$ cat src/rtl/video_pattern_gen_if.sv
// Pixel-rate control inputs and registered raster/pixel outputs of the test-pattern generator.
interface video_pattern_gen_if #(
    parameter int PixWidth = 3
);
    logic                ce_i;
    logic [1:0]          mode_i;
    logic                de_o;
    logic                hsync_o;
    logic                vsync_o;
    logic                sof_o;
    logic [PixWidth-1:0] pix_o;

    modport master (output ce_i, mode_i, input de_o, hsync_o, vsync_o, sof_o, pix_o);
    modport slave  (input ce_i, mode_i, output de_o, hsync_o, vsync_o, sof_o, pix_o);
endinterface

$ cat src/rtl/video_pattern_gen.sv
// Raster timing generator with four selectable test patterns (bouncing sprite, colour bars,
// checkerboard, grid); every output is registered one enabled pixel after the raster counters.
module video_pattern_gen #(
    parameter int   ColActive  = 640,
    parameter int   ColFront   = 16,
    parameter int   ColSync    = 96,
    parameter int   ColBack    = 48,
    parameter int   RowActive  = 480,
    parameter int   RowFront   = 10,
    parameter int   RowSync    = 2,
    parameter int   RowBack    = 33,
    parameter logic SyncActive = 1'b0,
    parameter int   PixWidth   = 3,
    parameter int   SquareSize = 32,
    parameter int   SquareStep = 1,
    parameter int   CheckLog2  = 4
) (
    input  logic               clk_i,
    input  logic               rst_i,
    video_pattern_gen_if.slave vid
);
    localparam int CntW     = 12;
    localparam int ColTotal = ColActive + ColFront + ColSync + ColBack;
    localparam int RowTotal = RowActive + RowFront + RowSync + RowBack;
    localparam int BarW     = ColActive / 8;

    typedef logic [CntW-1:0] cnt_t;

    localparam cnt_t ColLast    = cnt_t'(ColTotal - 1);
    localparam cnt_t RowLast    = cnt_t'(RowTotal - 1);
    localparam cnt_t ColAct     = cnt_t'(ColActive);
    localparam cnt_t RowAct     = cnt_t'(RowActive);
    localparam cnt_t ColActLast = cnt_t'(ColActive - 1);
    localparam cnt_t RowActLast = cnt_t'(RowActive - 1);
    localparam cnt_t HsBeg      = cnt_t'(ColActive + ColFront);
    localparam cnt_t HsEnd      = cnt_t'(ColActive + ColFront + ColSync);
    localparam cnt_t VsBeg      = cnt_t'(RowActive + RowFront);
    localparam cnt_t VsEnd      = cnt_t'(RowActive + RowFront + RowSync);
    localparam cnt_t XMax       = cnt_t'(ColActive - SquareSize);
    localparam cnt_t YMax       = cnt_t'(RowActive - SquareSize);
    localparam cnt_t Step       = cnt_t'(SquareStep);
    localparam cnt_t Size       = cnt_t'(SquareSize);
    localparam cnt_t BarLast    = cnt_t'(BarW - 1);

    // One frame of sprite motion on one axis; returns {dir, pos}, clamping at both walls.
    function automatic logic [CntW:0] bounce(input cnt_t pos, input logic dir, input cnt_t lim);
        logic [CntW:0] fwd;
        fwd = {1'b0, pos} + {1'b0, Step};
        if (!dir) begin
            if (fwd >= {1'b0, lim}) bounce = {1'b1, lim};
            else                    bounce = {1'b0, fwd[CntW-1:0]};
        end else begin
            if (pos <= Step) bounce = {1'b0, cnt_t'(0)};
            else             bounce = {1'b1, pos - Step};
        end
    endfunction

    cnt_t                col_q, col_d, row_q, row_d;
    cnt_t                bar_cnt_q, bar_cnt_d;
    logic [2:0]          bar_idx_q, bar_idx_d;
    cnt_t                sx_q, sx_d, sy_q, sy_d;
    logic                dx_q, dx_d, dy_q, dy_d;
    logic [1:0]          mode_q, mode_d;
    logic                de_q, de_d, hs_q, hs_d, vs_q, vs_d, sof_q, sof_d;
    logic [PixWidth-1:0] pix_q, pix_d;

    logic                col_wrap, frame_end, active, in_sprite;
    logic [2:0]          rgb;
    logic [PixWidth-1:0] pix_rgb;

    always_comb begin
        col_wrap  = (col_q == ColLast);
        frame_end = col_wrap && (row_q == RowLast);
        active    = (col_q < ColAct) && (row_q < RowAct);
        in_sprite = (col_q >= sx_q) && ({1'b0, col_q} < ({1'b0, sx_q} + {1'b0, Size})) &&
                    (row_q >= sy_q) && ({1'b0, row_q} < ({1'b0, sy_q} + {1'b0, Size}));
        rgb = '0;
        case (mode_q)
            2'd0: rgb = {3{in_sprite}};
            2'd1: rgb = 3'd7 - bar_idx_q;
            2'd2: rgb = {3{col_q[CheckLog2] ^ row_q[CheckLog2]}};
            default: rgb = {3{(col_q[4:0] == 5'd0) || (row_q[4:0] == 5'd0) ||
                              (col_q == ColActLast) || (row_q == RowActLast)}};
        endcase
    end

    // Wider pixels repeat the R/G/B bits cyclically above bit 2.
    for (genvar g = 0; g < PixWidth; g++) begin : g_pix
        assign pix_rgb[g] = rgb[g % 3];
    end

    always_comb begin
        col_d     = col_q;
        row_d     = row_q;
        bar_cnt_d = bar_cnt_q;
        bar_idx_d = bar_idx_q;
        sx_d      = sx_q;
        sy_d      = sy_q;
        dx_d      = dx_q;
        dy_d      = dy_q;
        mode_d    = mode_q;
        de_d      = de_q;
        hs_d      = hs_q;
        vs_d      = vs_q;
        sof_d     = sof_q;
        pix_d     = pix_q;
        if (vid.ce_i) begin
            de_d  = active;
            hs_d  = ((col_q >= HsBeg) && (col_q < HsEnd)) ? SyncActive : ~SyncActive;
            vs_d  = ((row_q >= VsBeg) && (row_q < VsEnd)) ? SyncActive : ~SyncActive;
            sof_d = (col_q == '0) && (row_q == '0);
            pix_d = active ? pix_rgb : '0;
            if (col_wrap) begin
                col_d     = '0;
                bar_cnt_d = '0;
                bar_idx_d = '0;
                row_d     = (row_q == RowLast) ? cnt_t'(0) : row_q + cnt_t'(1);
            end else begin
                col_d = col_q + cnt_t'(1);
                if (bar_cnt_q == BarLast) begin
                    bar_cnt_d = '0;
                    if (bar_idx_q != 3'd7) bar_idx_d = bar_idx_q + 3'd1;
                end else begin
                    bar_cnt_d = bar_cnt_q + cnt_t'(1);
                end
            end
            // Sprite and mode commit with the frame wrap so the next frame starts consistent.
            if (frame_end) begin
                {dx_d, sx_d} = bounce(sx_q, dx_q, XMax);
                {dy_d, sy_d} = bounce(sy_q, dy_q, YMax);
                mode_d       = vid.mode_i;
            end
        end
    end

    always_ff @(posedge clk_i) begin
        if (rst_i) begin
            col_q     <= '0;
            row_q     <= '0;
            bar_cnt_q <= '0;
            bar_idx_q <= '0;
            sx_q      <= '0;
            sy_q      <= '0;
            dx_q      <= 1'b0;
            dy_q      <= 1'b0;
            mode_q    <= 2'd0;
            de_q      <= 1'b0;
            hs_q      <= ~SyncActive;
            vs_q      <= ~SyncActive;
            sof_q     <= 1'b0;
            pix_q     <= '0;
        end else begin
            col_q     <= col_d;
            row_q     <= row_d;
            bar_cnt_q <= bar_cnt_d;
            bar_idx_q <= bar_idx_d;
            sx_q      <= sx_d;
            sy_q      <= sy_d;
            dx_q      <= dx_d;
            dy_q      <= dy_d;
            mode_q    <= mode_d;
            de_q      <= de_d;
            hs_q      <= hs_d;
            vs_q      <= vs_d;
            sof_q     <= sof_d;
            pix_q     <= pix_d;
        end
    end

    assign vid.de_o    = de_q;
    assign vid.hsync_o = hs_q;
    assign vid.vsync_o = vs_q;
    assign vid.sof_o   = sof_q;
    assign vid.pix_o   = pix_q;
endmodule
$ cat src/flat_wrapper.sv
// flat-port wrapper written by rule: the top's interface ports become plain ports
module video_pattern_gen_flat 
#(
    parameter int   ColActive  = 640,
    parameter int   ColFront   = 16,
    parameter int   ColSync    = 96,
    parameter int   ColBack    = 48,
    parameter int   RowActive  = 480,
    parameter int   RowFront   = 10,
    parameter int   RowSync    = 2,
    parameter int   RowBack    = 33,
    parameter logic SyncActive = 1'b0,
    parameter int   PixWidth   = 3,
    parameter int   SquareSize = 32,
    parameter int   SquareStep = 1,
    parameter int   CheckLog2  = 4
)
  (clk_i, rst_i, vid_ce_i, vid_mode_i, vid_de_o, vid_hsync_o, vid_vsync_o, vid_sof_o, vid_pix_o);
  video_pattern_gen_if #(.PixWidth(PixWidth)) vid_i ();
  input  logic clk_i;
  input  logic rst_i;
  input wire logic [$bits(vid_i.ce_i)-1:0] vid_ce_i;
  input wire logic [$bits(vid_i.mode_i)-1:0] vid_mode_i;
  output wire logic [$bits(vid_i.de_o)-1:0] vid_de_o;
  output wire logic [$bits(vid_i.hsync_o)-1:0] vid_hsync_o;
  output wire logic [$bits(vid_i.vsync_o)-1:0] vid_vsync_o;
  output wire logic [$bits(vid_i.sof_o)-1:0] vid_sof_o;
  output wire logic [$bits(vid_i.pix_o)-1:0] vid_pix_o;
  assign vid_i.ce_i = vid_ce_i;
  assign vid_i.mode_i = vid_mode_i;
  assign vid_de_o = vid_i.de_o;
  assign vid_hsync_o = vid_i.hsync_o;
  assign vid_vsync_o = vid_i.vsync_o;
  assign vid_sof_o = vid_i.sof_o;
  assign vid_pix_o = vid_i.pix_o;
  video_pattern_gen #(.ColActive(ColActive), .ColFront(ColFront), .ColSync(ColSync), .ColBack(ColBack), .RowActive(RowActive), .RowFront(RowFront), .RowSync(RowSync), .RowBack(RowBack), .SyncActive(SyncActive), .PixWidth(PixWidth), .SquareSize(SquareSize), .SquareStep(SquareStep), .CheckLog2(CheckLog2)) u_core (.clk_i(clk_i), .rst_i(rst_i), .vid(vid_i));
endmodule
$ cat config.mk
export PLATFORM = sky130hd
export DESIGN_NAME = video_pattern_gen_flat
export DESIGN_NICKNAME = d
export VERILOG_FILES = /design/src/rtl/video_pattern_gen_if.sv /design/src/rtl/video_pattern_gen.sv /design/src/flat_wrapper.sv
export SDC_FILE = /design/constraint.sdc
export NUM_CORES = 1
export LEC_CHECK = 0
export ABC_AREA = 1
export CAP_MARGIN = 0
export CORE_UTILIZATION = 28
export DETAILED_ROUTE_END_ITERATION = 16
export PLACE_DENSITY = 0.53
export SLEW_MARGIN = 20
export SYNTH_ARGS = -nofsm -noshare
export SYNTH_HDL_FRONTEND = slang
export SYNTH_SLANG_ARGS = --single-unit
$ cat constraint.sdc
create_clock -name clk_i -period 4.69 [get_ports clk_i]
set_input_delay 0.938 -clock clk_i [delete_from_list [all_inputs] [get_ports clk_i]]
set_output_delay 0.938 -clock clk_i [all_outputs]
set_load 0.005 [all_outputs]
==> impl_metrics.ini <==
[outcome]
status = finished clean

[sta]
finClkSkew_ns = 0.00761
period_needed_ns = 2.96
slew_headroom_pct = 44.6
period_share_pct = 63.0
tns_ns = 0
setup-violations-final = 0
tightest_slew_ns = 0.829
hold_viol = 0
max_freq_mhz = 338
rsz0062_at_grt = no
slew_viol_final = 0

[critical_path]
cpLargestDelayFamily = simple AND/OR/NAND/NOR gates
crit_buf_inv = 2
slowest_delay_ns = 0.67
r2r_start = u_core.sy_q[5]
worstPathArrival_ns = 3.17
required_ns = 4.91
reg2reg_slack_ns = 2.10
rr_worst_depth = 16
path_max_fanout = 17
endpoint_kind = register
worstSetupPathType = input port to register
start_kind = input port
crit_chain = clkdlybuf4s50_1, nand4_2, nor2_2, inv_2, o21ai_0, nor2_1
cpMaxStageDelayCell = nor2_2
reg2reg_to = u_core.vid.pix_o[1]

[clock_network]
clkTransAtPathRegs_ns = 0.06
clock_sinks = 74
cts_buffers = 9
cts_root_buffer = clkbuf_16
htreeDepth = 3
clk_latency_ns = 0.34
cts_tree = yes
cts_hold_buf = 0
cts_resized = 0
cts_buffer_depth = 2
postCtsSetupRepairBufs = 0

[route]
ant_nets = 0
first_pass_iters = 5
drt_iter0_drc = 336
num_vias = 5671
drcViolationCount = 0
via_per_inst = 4.80
totalWireLength_mm = 16.3
wl_per_cell_microns = 13.8

[place]
placed_area_sq_um = 6170
place_hpwl_mm = 12.6
io_buffers = 11
routabilityCongestion = 0.848

[floorplan]
fp.coreArea_sq_um = 20300
row_count = 52
initial_core_util_pct = 28.6
die_h_microns = 146
die-area_sq_um = 21300
fp.dieW_microns = 146
io_pins = 12

[yosys]
syn_inst = 901
yosys_warnings = 0
netlist_area_sq_um = 5800
ys_seq_elements = 74
post_synth.cell_area_avg_sq_um = 6.44
yosysSeqAreaShare_pct = 25.5
synth_cell_types = 40
synth.net_count = 961

[layout]
n_antenna_cell = 0
area_delta_synth_final_pct = 12.2
layout.nets = 966
drive_gt1_share_pct = 5.27
final_util_pct = 32.1
fin_area_sq_um = 6510

[flow_run]
maxCapViolCount = 0

[global_routing]
grt-ovfl-total = 0
grt_pass1_wl_mm = 27.2
grt_antenna_before_repair = 0
first_global_vias = 5193
grt_util_all_layers_pct = 15.9
grt_max_degree = 28

[worst_hold_path]
hold_start = u_core.vid.pix_o[1]
whs_path_depth = 2
hold_end = u_core.vid.pix_o[1]
min_path_type = register to register

[power]
ir_drop_uv = 177
total_leakage_power_nw = 2.85
p_per_area_nw_per_um2 = 229
-- worst reg2reg max path: stages (launching register included) --
cell	delay, ns
dfxtp_1	0.53
ha_1	0.22
nand2_1	0.11
inv_1	0.11
nand4_1	0.09
and2_1	0.18
ha_1	0.30
and3_1	0.19
nand3_1	0.14
nand2_1	0.06
inv_1	0.05
nand2_1	0.04
nor2_1	0.10
nand2_1	0.11
nand2_1	0.09
nand2_1	0.07
a21oi_1	0.12
-- state kept, by name (all words and copies together) (netlist names), 2 cells and up --
signal            count
u_core.col_q         12
u_core.bar_idx_q      3
u_core.bar_cnt_q     12
u_core.vid.pix_o      3
u_core.row_q         12
u_core.sy_q          12
u_core.sx_q          12
u_core.mode_q         2
-- where the power goes --
group          switching, W   total, W  leakage (nW)  internal, W
clock network      0.000281   0.000790         0.165     0.000509
logic             0.0000376  0.0000611          2.09    0.0000236
registers        0.00000502   0.000641         0.598     0.000636
-- layer usage --
layer  share of wire [%]  global-route usage [%]  up-vias  wire length (microns)
met5                   0                       0        -                      0
met1                  48                    21.4     2553                   7900
li1                    -                       -     2965                      -
met2                  45                    25.9      133                   7410
met3                 4.5                    3.01       20                    730
met4                 1.6                    4.32        0                    269
-- metrics by stage --
stage               setup WS [ns]  cells  power, W  hold slack (ns)
detailed placement           1.37   1165  0.000717            0.463
CTS                          1.71   1181   0.00151            0.471
global route                 1.51   1181   0.00154            0.484
global placement             1.42   1165  0.000716            0.473
finish                       1.73   1181   0.00149            0.471
floorplan                    2.59    901  0.000689            0.454
-- how the worst max path moves through the flow --
stage | start | to | slack [ns] | depth (start not counted)
after floorplan | u_core.sx_q[5] | u_core.vid.pix_o[0] | 2.59 | 16
after global placement | vid_ce_i | u_core.sy_q[10] | 1.42 | 6
after detailed placement | vid_ce_i | u_core.sy_q[9] | 1.37 | 6
after CTS | vid_ce_i | u_core.sy_q[9] | 1.71 | 6
after global routing | vid_ce_i | u_core.sy_q[9] | 1.51 | 6
final | vid_ce_i | u_core.sy_q[9] | 1.73 | 6
-- cell usage after synthesis --
master	number	area share, %
clkinv_1	3	0.19
buf_6	2	0.39
dfxtp_1	74	26
ha_1	55	12
a211oi_1	5	0.65
nand2_1	201	13
o21a_1	3	0.39
nor2_4	1	0.19
clkbuf_1	8	0.52
nor3b_1	1	0.13
or2_2	4	0.43
and3_1	3	0.32
nor3_1	24	2.1
o22ai_1	2	0.22
nor3_4	1	0.28
a31oi_1	3	0.32
nor3b_2	1	0.22
inv_2	8	0.52
nand3_1	62	5.3
nand3b_1	4	0.52
o21ai_0	52	4.5
buf_2	7	0.60
nand4_2	1	0.22
xnor2_1	3	0.45
nor2_2	7	0.75
buf_1	2	0.13
nor2_1	103	6.7
o21ai_1	1	0.086
xor2_1	34	5.1
and2_1	3	0.32
buf_4	2	0.26
o211ai_1	4	0.52
nand2_2	1	0.11
a21oi_2	2	0.30
inv_1	106	6.9
nand4_1	20	2.2
a21o_1	1	0.13
nor4_1	4	0.43
nand3_2	2	0.34
a21oi_1	81	7.0
-- cell families after synthesis --
| group | count (synthesis) | synth area share (%) |
|---|---|---|
| and+or+nand+nor | 443 | 33.5 |
| adders and majority gates | 55 | 11.9 |
| xor gates and xnor gates | 37 | 5.58 |
| DFF | 74 | 25.5 |
| buffers and inverters | 138 | 9.46 |
| AOI/OAI and AO/OA | 154 | 14.1 |
-- layout make-up --
class	count	area, sq um
Inverter	117	439
Timing Repair Buffer	15	140
Fill cell	2262	13800
Multi-Input combinational cell	689	3770
Clock buffer	12	267
Sequential cell	74	1480
Clock inverter	4	72.6
Tap cell	270	338
-- placed cells by master (no fill, tap or decap), types with 8 or more instances in the layout --
cell	Yosys	routed
dfxtp_1	74	74
nand2_1	201	201
nor2_1	103	103
nand4_1	20	20
xor2_1	34	34
nor3_1	24	24
inv_1	106	106
clkdlybuf4s50_1	0	11
a21oi_1	81	81
o21ai_0	52	52
clkbuf_16	0	9
nand3_1	62	62
ha_1	55	55
inv_2	8	8
Power figures use the tool's default switching activity.
